File: src/rtl/johnson_phase_decoder.sv
// rtl/johnson_phase_decoder.sv - Johnson state to phase decoder with sequence checking and lap/error counters (option: JOHNSON_PHASE_DEC_ERRCNT_EN)
module johnson_phase_decoder #(
  parameter int WIDTH = 4,
  parameter int PW    = $clog2(2 * WIDTH)
) (
  input  logic               clk,
  input  logic               rst,
  input  logic [0:WIDTH-1]   q_in,
  input  logic               in_valid,
  output logic [PW-1:0]      phase,
  output logic [2*WIDTH-1:0] phase_onehot,
  output logic               phase_valid,
  output logic               wrap,
  output logic               seq_err,
  output logic               err_sticky,
  output logic [7:0]         err_count,
  output logic [7:0]         lap_count
);

  typedef enum logic {
    HUNT  = 1'b0,
    TRACK = 1'b1
  } state_t;

  state_t        state;
  logic          dec_legal;
  logic [PW-1:0] dec_phase;
  logic [PW-1:0] exp_phase;
  logic          exp_match;
  logic          err_evt;
  logic          wrap_evt;

  // Pattern with the first k bits (from q_in[0]) set and the rest clear.
  function automatic logic [0:WIDTH-1] lead_ones(input int k);
    logic [0:WIDTH-1] p;
    p = '0;
    for (int i = 0; i < WIDTH; i++) begin
      p[i] = (i < k);
    end
    return p;
  endfunction

  function automatic logic [2*WIDTH-1:0] onehot_of(input logic [PW-1:0] p);
    logic [2*WIDTH-1:0] v;
    v    = '0;
    v[p] = 1'b1;
    return v;
  endfunction

  // Decode the incoming sample: leading-ones runs are phases 0..W-1, leading-zeros runs are W..2W-1.
  always_comb begin
    dec_legal = 1'b0;
    dec_phase = '0;
    for (int k = 1; k <= WIDTH; k++) begin
      if (q_in == lead_ones(k)) begin
        dec_legal = 1'b1;
        dec_phase = PW'(k - 1);
      end
      if (q_in == ~lead_ones(k)) begin
        dec_legal = 1'b1;
        dec_phase = PW'(WIDTH + k - 1);
      end
    end
  end

  // Successor check against the locked phase; an illegal pattern is always a fault, a legal one only when tracking.
  always_comb begin
    exp_phase = (phase == PW'(2 * WIDTH - 1)) ? '0 : phase + PW'(1);
    exp_match = dec_legal && (dec_phase == exp_phase);
    err_evt   = in_valid && (!dec_legal || (state == TRACK && !exp_match));
    wrap_evt  = in_valid && (state == TRACK) && exp_match && (exp_phase == '0);
  end

  // Lock state machine with registered phase outputs, event pulses and lap counter.
  always_ff @(posedge clk) begin
    if (rst) begin
      state        <= HUNT;
      phase        <= '0;
      phase_onehot <= '0;
      phase_valid  <= 1'b0;
      wrap         <= 1'b0;
      seq_err      <= 1'b0;
      err_sticky   <= 1'b0;
      lap_count    <= 8'd0;
    end else begin
      wrap    <= wrap_evt;
      seq_err <= err_evt;
      if (err_evt) begin
        err_sticky <= 1'b1;
      end
      if (wrap_evt) begin
        lap_count <= lap_count + 8'd1;
      end
      if (in_valid) begin
        if (dec_legal) begin
          // Fresh lock, expected successor or relock all load the decoded phase.
          state        <= TRACK;
          phase        <= dec_phase;
          phase_onehot <= onehot_of(dec_phase);
          phase_valid  <= 1'b1;
        end else begin
          // Lose lock; phase keeps its last value for observation.
          state        <= HUNT;
          phase_onehot <= '0;
          phase_valid  <= 1'b0;
        end
      end
    end
  end

`ifdef JOHNSON_PHASE_DEC_ERRCNT_EN
  // Fault counter, saturating at 255.
  always_ff @(posedge clk) begin
    if (rst) begin
      err_count <= 8'd0;
    end else if (err_evt && err_count != 8'hFF) begin
      err_count <= err_count + 8'd1;
    end
  end
`else
  assign err_count = 8'd0;
`endif

endmodule

File: config.mk
export PLATFORM = sky130hd
export DESIGN_NAME = johnson_phase_decoder
export DESIGN_NICKNAME = d
export VERILOG_FILES = /design/src/rtl/johnson_phase_decoder.sv
export SDC_FILE = /design/constraint.sdc
export NUM_CORES = 1
export LEC_CHECK = 0
export BUFFER_PORTS_ARGS = -buffer_cell sky130_fd_sc_hd__clkbuf_2
export CAP_MARGIN = 40
export CORE_ASPECT_RATIO = 1.4
export CORE_UTILIZATION = 45
export CTS_CLUSTER_DIAMETER = 80
export CTS_CLUSTER_SIZE = 30
export DETAILED_ROUTE_END_ITERATION = 8
export PLACE_DENSITY = 0.68
export SYNTH_ARGS = -nofsm -noshare
export SYNTH_HDL_FRONTEND = slang
export SYNTH_SLANG_ARGS = --single-unit
export TNS_END_PERCENT = 30
File: constraint.sdc
create_clock -name clk -period 6.56 [get_ports clk]
set_clock_uncertainty 0.2 [all_clocks]
set_input_delay 0.984 -clock clk [delete_from_list [all_inputs] [get_ports clk]]
set_output_delay 0.984 -clock clk [all_outputs]
set_load 0.01 [all_outputs]
==> results of run 1 <==
==> cell families (layout without fill, tap and decap cells) <==
group                    after synthesis  in the layout  synth area share [%]
multiplexers                           8              8                  6.58
buffers and inverters                 22             37                  10.8
adder cells (fa/ha/maj)                3              3                  2.95
XOR/XNOR                               4              4                  2.75
AND/OR/NAND/NOR                       60             60                  25.3
flip-flops                            23             23                  36.1
other                                  1              8                 0.294
AO/OA/AOI/OAI                         30             30                  15.1
==> critical path: stages <==
cell	delay, ns
clkbuf_2	0.21
or3_1	0.48
and3_1	0.19
o22ai_1	0.69
nor4_1	0.17
mux2_1	0.34
==> flip-flops by register name, summed over array words and instances, names as in the netlist <==
| signal | cells |
|---|---|
| lap_count | 8 |
| phase_onehot | 8 |
| phase | 3 |
| err_sticky | 1 |
| seq_err | 1 |
| state | 1 |
| wrap | 1 |
==> cells in the final DEF, fill, tap and decap left out, drive strengths merged, types with 2 or more instances in the layout <==
cell | netlist | layout
conb | 1 | 8
mux2 | 3 | 3
nand4 | 2 | 2
nand2b | 4 | 4
nor2b | 6 | 6
nor3 | 4 | 4
clkbuf | 4 | 32
inv | 4 | 4
o31ai | 4 | 4
or4 | 5 | 5
a21oi | 14 | 14
nand2 | 10 | 10
o21ai | 2 | 2
xor2 | 3 | 3
nor4 | 3 | 3
and2 | 2 | 2
or3 | 2 | 2
nor2 | 15 | 15
dfxtp | 23 | 23
ha | 3 | 3
nand3 | 3 | 3
mux2i | 5 | 5
==> area by class of cell <==
type / instances / area, µm²
tap: 36 / 45.0
sequential: 23 / 460
clock buffer: 3 / 22.5
timing repair buffer: 29 / 145
fill: 286 / 1250
multi-input combinational: 113 / 702
clock inverter: 1 / 5.00
inverter: 4 / 15.0
==> path summary, 6_finish.rpt <==
kind / from / to / slack (ns) / cells past startpoint
hold / removal: err_sticky$_SDFFE_PP0P_ / err_sticky$_SDFFE_PP0P_ / 0.26 / 2
setup / recovery: q_in[0] / lap_count[5]$_SDFFE_PP0P_ / 3.50 / 6
setup reg to reg: phase[0]$_SDFFE_PP0P_ / lap_count[5]$_SDFFE_PP0P_ / 3.94 / 7
hold reg to reg: err_sticky$_SDFFE_PP0P_ / err_sticky$_SDFFE_PP0P_ / 0.26 / 2
==> per-stage QoR <==
step                      std cells  setup WS (ns)
after CTS                       209           3.47
after floorplan                 158           3.67
final                           209           3.50
after detailed placement        205           3.16
after global routing            209           3.36
after global placement          205           3.26
==> per-layer routing <==
metal / routed length, µm / GRT usage, % / vias to the layer above
met5: 0 / 0 / -
met4: 30 / 5.00 / 0
met3: 89 / 3.34 / 4
met2: 1260 / 30.9 / 25
met1: 995 / 20.2 / 513
li1: - / - / 564
==> power by group through the flow <==
stage / combinational, W / sequential (W) / clock, W
5_1_grt: 0.0000441 / 0.000146 / 0.0000737
4_1_cts: 0.0000390 / 0.000145 / 0.0000671
3_5_place_dp: 0.0000386 / 0.000148 / 0
3_3_place_gp: 0.0000376 / 0.000148 / 0
2_1_floorplan: 0.0000331 / 0.000149 / 0
6_report: 0.0000386 / 0.000145 / 0.0000649
==> summary.txt, run 1 <==
Status
  – Status: complete, no violations

Logic synthesis
  – Synth top area cells: dfxtp_1 36%, a21oi_1 5.5%, buf_4 4.7%
  – Count leader, synth: dfxtp_1
  – Register area share after synthesis: 36.1%
  – Syn Inst Count: 151
  – Flops & latches, synth: 23
  – Number of flops mapped to enable cells by yosys: 0
  – Synthesized area: 1270 µm²
  – Synth async-reset ratio: 0%
  – Yosys warns: 0
  – Synth cell types: 46
  – Post-synth top area cell: dfxtp_1
  – Syn avg cell area: 8.44 µm²
  – Primary FF master, synth: dfxtp_1
  – Share of the synthesized area in the top cell type: 36.1%
  – Synth cell count leaders: 23 x dfxtp_1, 14 x a21oi_1, 14 x nor2_1

Cells and area
  – Nets: 184
  – Antenna fix cells: 0
  – Layout Utilization: 52.8%
  – Area Growth Syn to Fin: 9.53%
  – Share of layout cells above drive strength 1: 23.1%
  – Final instance area: 1400 µm²

Timing
  – Final worst-path cycle share: 46.6%
  – Slew Viols, Final: 0
  – Worst hold slack: 0.260 ns
  – Final Critical Period: 3.06 ns
  – Count of final setup violators: 0
  – Peak Freq: 327 MHz
  – Worst slew pin tran: 0.905 ns
  – Slew HR: 39.7%
  – RSZ-0062 raised after global routing: false
  – Fin. Hold Viols: 0
  – Setup TNS Final: 0 ns

Global routing
  – First-pass GRT wire length: 4000 µm
  – Initial antenna violation count: 0
  – Largest net degree at the start of global routing: 28
  – GRT Resource Usage Total: 17.5%
  – Vias in the first global route: 974
  – Gr ovfl total: 0

Clock tree
  – Root Driver: clkbuf_4
  – Reg clk slew, reported paths: 0.13 ns
  – TritonCTS clock tree: built
  – CTS HTree Levels: 1
  – Hold_buf cts: 0
  – CTS max path bufs: 2
  – Clock insertion delay at the later pin of the skew report: 0.31 ns
  – Postcts setup bufs: 0
  – CTS resizes: 0
  – Total CTS buffers: 3
  – CTS Sinks: 23

Power
  – Sw Pwr: 0.0000694 W
  – Int Pwr: 0.000179 W
  – Peak VDD IR: 0.146 mV
  – Switching power share of the total: 27.9%
  – Clock share of power: 26.1%
  – Comb power frac: 15.5%
  – Pwr Total: 0.000249 W
  – Power per cell area: 178 nW/µm²
  – Pleak: 0.597 nW
  – Flop pwr share: 58.4%

Floorplan
  – Rows: 22
  – Starting Density: 48.2%
  – Overall die height: 65.0 µm
  – Die X-Extent: 47.0 µm
  – IO Pins: 38
  – Core Area: 2640 µm²
  – Die area: 3050 µm²

Detailed routing
  – Drt pass-1 iters: 4
  – Remaining DRCs: 0
  – Via count: 1106
  – Total wire length: 2380 µm
  – DRC marker count from the first detailed-route iteration: 25
  – Wire per inst: 11.4 µm
  – DRT antenna net count: 0
  – Drt via density: 5.29

Critical path
  – Worst endpoint data arrival time: 3.07 ns
  – Worst setup path class: primary input to flip-flop
  – CP max FO: 15
  – Critical Path Source Type: primary input
  – CP Capture Type: flip-flop
  – Critical Path RT: 6.58 ns

Place
  – Port Buffers: 29
  – GPL Wtd Cong: 0.776
  – Placed cell area: 1370 µm²
  – Post-DP HPWL: 1770 µm

Worst hold path
  – Hold WC Path Type: flip-flop to flip-flop

Run
  – Count of maximum capacitance violations: 0
Note: power is estimated with default switching activity, not from simulation.
==> run 2, diff against run 1 <==
clock period = 3.2 ns   (was 6.56 ns; I/O delays follow)
==> summary.txt, run 2 (synthesized netlist as in run 1, its figures left out) <==
Cells and area
  – Antenna fix cells: 0 (unchanged)
  – Most common cell after layout, fill and taps aside: clkbuf_2 (unchanged)
  – Final instance area: 1400 µm² (about the same)
  – Share of layout cells above drive strength 1: 23.6% (was 23.1%)
  – Nets: 185 (was 184)
  – Final Instance Count excl. Fillers: 210 (was 209)
  – Biggest regs: lap_count x8, phase_onehot x8, phase x3 (unchanged)
  – Commonest non-fill, non-tap cells in the layout: 29 x clkbuf_2, 23 x dfxtp_1, 14 x a21oi_1, 14 x nor2_1, 10 x nand2_1 (unchanged)
  – Area Growth Syn to Fin: 10.1% (was 9.53%)

Global routing
  – GRT Resource Usage Total: 17.5% (unchanged)
  – Largest net degree at the start of global routing: 28 (unchanged)
  – First-pass GRT wire length: 4000 µm (about the same)
  – Gr ovfl total: 0 (unchanged)
  – Vias in the first global route: 973 (was 974)
  – Initial antenna violation count: 0 (unchanged)

Worst hold path
  – Hold WC Path Type: flip-flop to flip-flop (unchanged)
  – Hold depth: 2 (unchanged)
  – Hold path endpoint: err_sticky$_SDFFE_PP0P_ (unchanged)
  – Startpoint of the worst hold path: err_sticky$_SDFFE_PP0P_ (unchanged)

Critical path
  – Critical Path RT: 3.20 ns (was 6.58 ns)
  – CP top delay family: compound AO/OA/AOI/OAI gates (was simple AND/OR/NAND/NOR gates)
  – Worst setup path class: flip-flop to flip-flop (was primary input to flip-flop)
  – R2R cell count: 7 (unchanged)
  – RR Endpoint: lap_count[5]$_SDFFE_PP0P_ (unchanged)
  – Worst-path cell chain: ha_1 > ha_1 > nand2b_1 > and3_1 > o22ai_1 > nor4_1 > mux2_1 (was clkbuf_2 > or3_1 > and3_1 > o22ai_1 > nor4_1 > mux2_1)
  – Reg-to-Reg Start: phase[0]$_SDFFE_PP0P_ (unchanged)
  – Critical Path Source Type: flip-flop (was primary input)
  – CP dominant cell by count: ha_1
  – CP Buf/Inv Count: 0 (was 1)
  – CP peak stage delay: 0.67 ns (was 0.69 ns)
  – R2R setup slack: 0.58 ns (was 3.94 ns)
  – CP max FO: 13 (was 15)
  – CP Capture Type: flip-flop (unchanged)
  – Stages on the worst setup path: 7 (was 6)
  – Critical path's slowest cell: o22ai_1 (unchanged)
  – Worst endpoint data arrival time: 2.63 ns (was 3.07 ns)

Timing
  – Setup TNS Final: 0 ns (unchanged)
  – Count of final setup violators: 0 (unchanged)
  – Fin. Hold Viols: 0 (unchanged)
  – RSZ-0062 raised after global routing: false (unchanged)
  – Peak Freq: 381 MHz
  – Slew HR: 40.9% (was 39.7%)
  – Final Critical Period: 2.62 ns
  – Worst slew pin tran: 0.886 ns (was 0.905 ns)
  – Final worst-path cycle share: 81.9%
  – Slew Viols, Final: 0 (unchanged)

Floorplan
  – IO Pins: 38 (unchanged)
  – Core Area: 2640 µm² (unchanged)
  – Overall die height: 65.0 µm (unchanged)
  – Rows: 22 (unchanged)
  – Die area: 3050 µm² (unchanged)
  – Starting Density: 48.2% (unchanged)
  – Die X-Extent: 47.0 µm (unchanged)

Place
  – Port Buffers: 29 (unchanged)
  – Inst Count DP: 206 (was 205)
  – Post-DP HPWL: 1850 µm (was 1770 µm)
  – GPL Wtd Cong: 0.771 (was 0.776)
  – Placed cell area: 1380 µm² (was 1370 µm²)

Detailed routing
  – WL met2: 1350 µm (was 1260 µm)
  – Drt via density: 5.37 (was 5.29)
  – Remaining DRCs: 0 (unchanged)
  – DRC marker count from the first detailed-route iteration: 16 (was 25)
  – Via count: 1128 (was 1106)
  – Total wire length: 2500 µm (was 2380 µm)
  – Drt pass-1 iters: 4 (unchanged)
  – Wire per inst: 11.9 µm (was 11.4 µm)
  – Metal-1 WL: 1000 µm (was 995 µm)
  – DRT antenna net count: 0 (unchanged)
  – Metal3 WL: 105 µm (was 89 µm)
  – Top Layer Used: met4 (unchanged)

Power
  – Pleak: 0.602 nW (was 0.597 nW)
  – Peak VDD IR: 0.231 mV (was 0.146 mV)
  – Power per cell area: 365 nW/µm² (was 178 nW/µm²)

Clock tree
  – Hold_buf cts: 0 (unchanged)
  – CTS max path bufs: 2 (unchanged)
  – TritonCTS clock tree: built (unchanged)
  – Postcts setup bufs: 0 (unchanged)
  – Reg clk slew, reported paths: 0.13 ns (about the same)
  – Clock insertion delay at the later pin of the skew report: 0.31 ns (about the same)
  – Root Driver: clkbuf_4 (unchanged)
  – CTS HTree Levels: 1 (unchanged)
  – Total CTS buffers: 3 (unchanged)
  – CTS Sinks: 23 (unchanged)
  – CTS resizes: 0 (unchanged)

Run
  – Count of maximum capacitance violations: 0 (unchanged)

Status
  – Status: complete, no violations (unchanged)
## run 2: changes by cell type in the layout (fill, tap and decap cells not counted)
cell   before  now
buf_4       0    1
## run 2: area by class of cell
cell class	instances	area, µm²
fillers	282	1240
well taps	36	45.0
clock buffers	3	22.5
inverters	4	15.0
repair buffers	30	153
multi-input cells	113	702
flip-flops and latches	23	460
clock inverters	1	5.00
## run 2: worst max path at each step
stage                                startpoint                        end  slack (ns)
final                     phase[0]$_SDFFE_PP0P_  lap_count[5]$_SDFFE_PP0P_        0.58
after global routing      phase[0]$_SDFFE_PP0P_  lap_count[5]$_SDFFE_PP0P_        0.40
after CTS                 phase[0]$_SDFFE_PP0P_  lap_count[5]$_SDFFE_PP0P_        0.58
after detailed placement                q_in[1]  lap_count[5]$_SDFFE_PP0P_        0.38
after global placement                  q_in[1]  lap_count[5]$_SDFFE_PP0P_        0.46
after floorplan           phase[0]$_SDFFE_PP0P_  lap_count[5]$_SDFFE_PP0P_        0.74
## run 2: worst reg2reg max path: stages (launching register included)
cell and delay [ns]:
dfxtp_1 0.38, ha_1 0.21, ha_1 0.22, nand2b_1 0.17, and3_1 0.14, o22ai_1 0.67
nor4_1 0.17, mux2_1 0.36
## run 2: power breakdown
group,internal (W),switching [W],leakage [nW]
Clock,0.0000467,0.0000868,0.0177
Sequential,0.000293,0.00000485,0.186
Combinational,0.0000288,0.0000522,0.398
Total,0.000368,0.000144,0.602
## run 2: layer usage
metal | vias up | GRT usage (%)
li1 | 558 | -
met1 | 533 | 19.6
met2 | 31 | 31.6
met3 | 6 | 2.79
met4 | 0 | 5.71
met5 | - | 0
## run 2: per-stage QoR
step | hold slack [ns] | utilization, % | total power (W) | worst slack [ns]
after detailed placement | 0.245 | 52.0 | 0.000385 | 0.380
after floorplan | 0.270 | - | 0.000374 | 0.736
after global routing | 0.269 | 53.1 | 0.000539 | 0.401
final | 0.259 | 53.1 | 0.000512 | 0.578
after CTS | 0.263 | 53.1 | 0.000518 | 0.580
after global placement | 0.240 | 52.0 | 0.000382 | 0.464
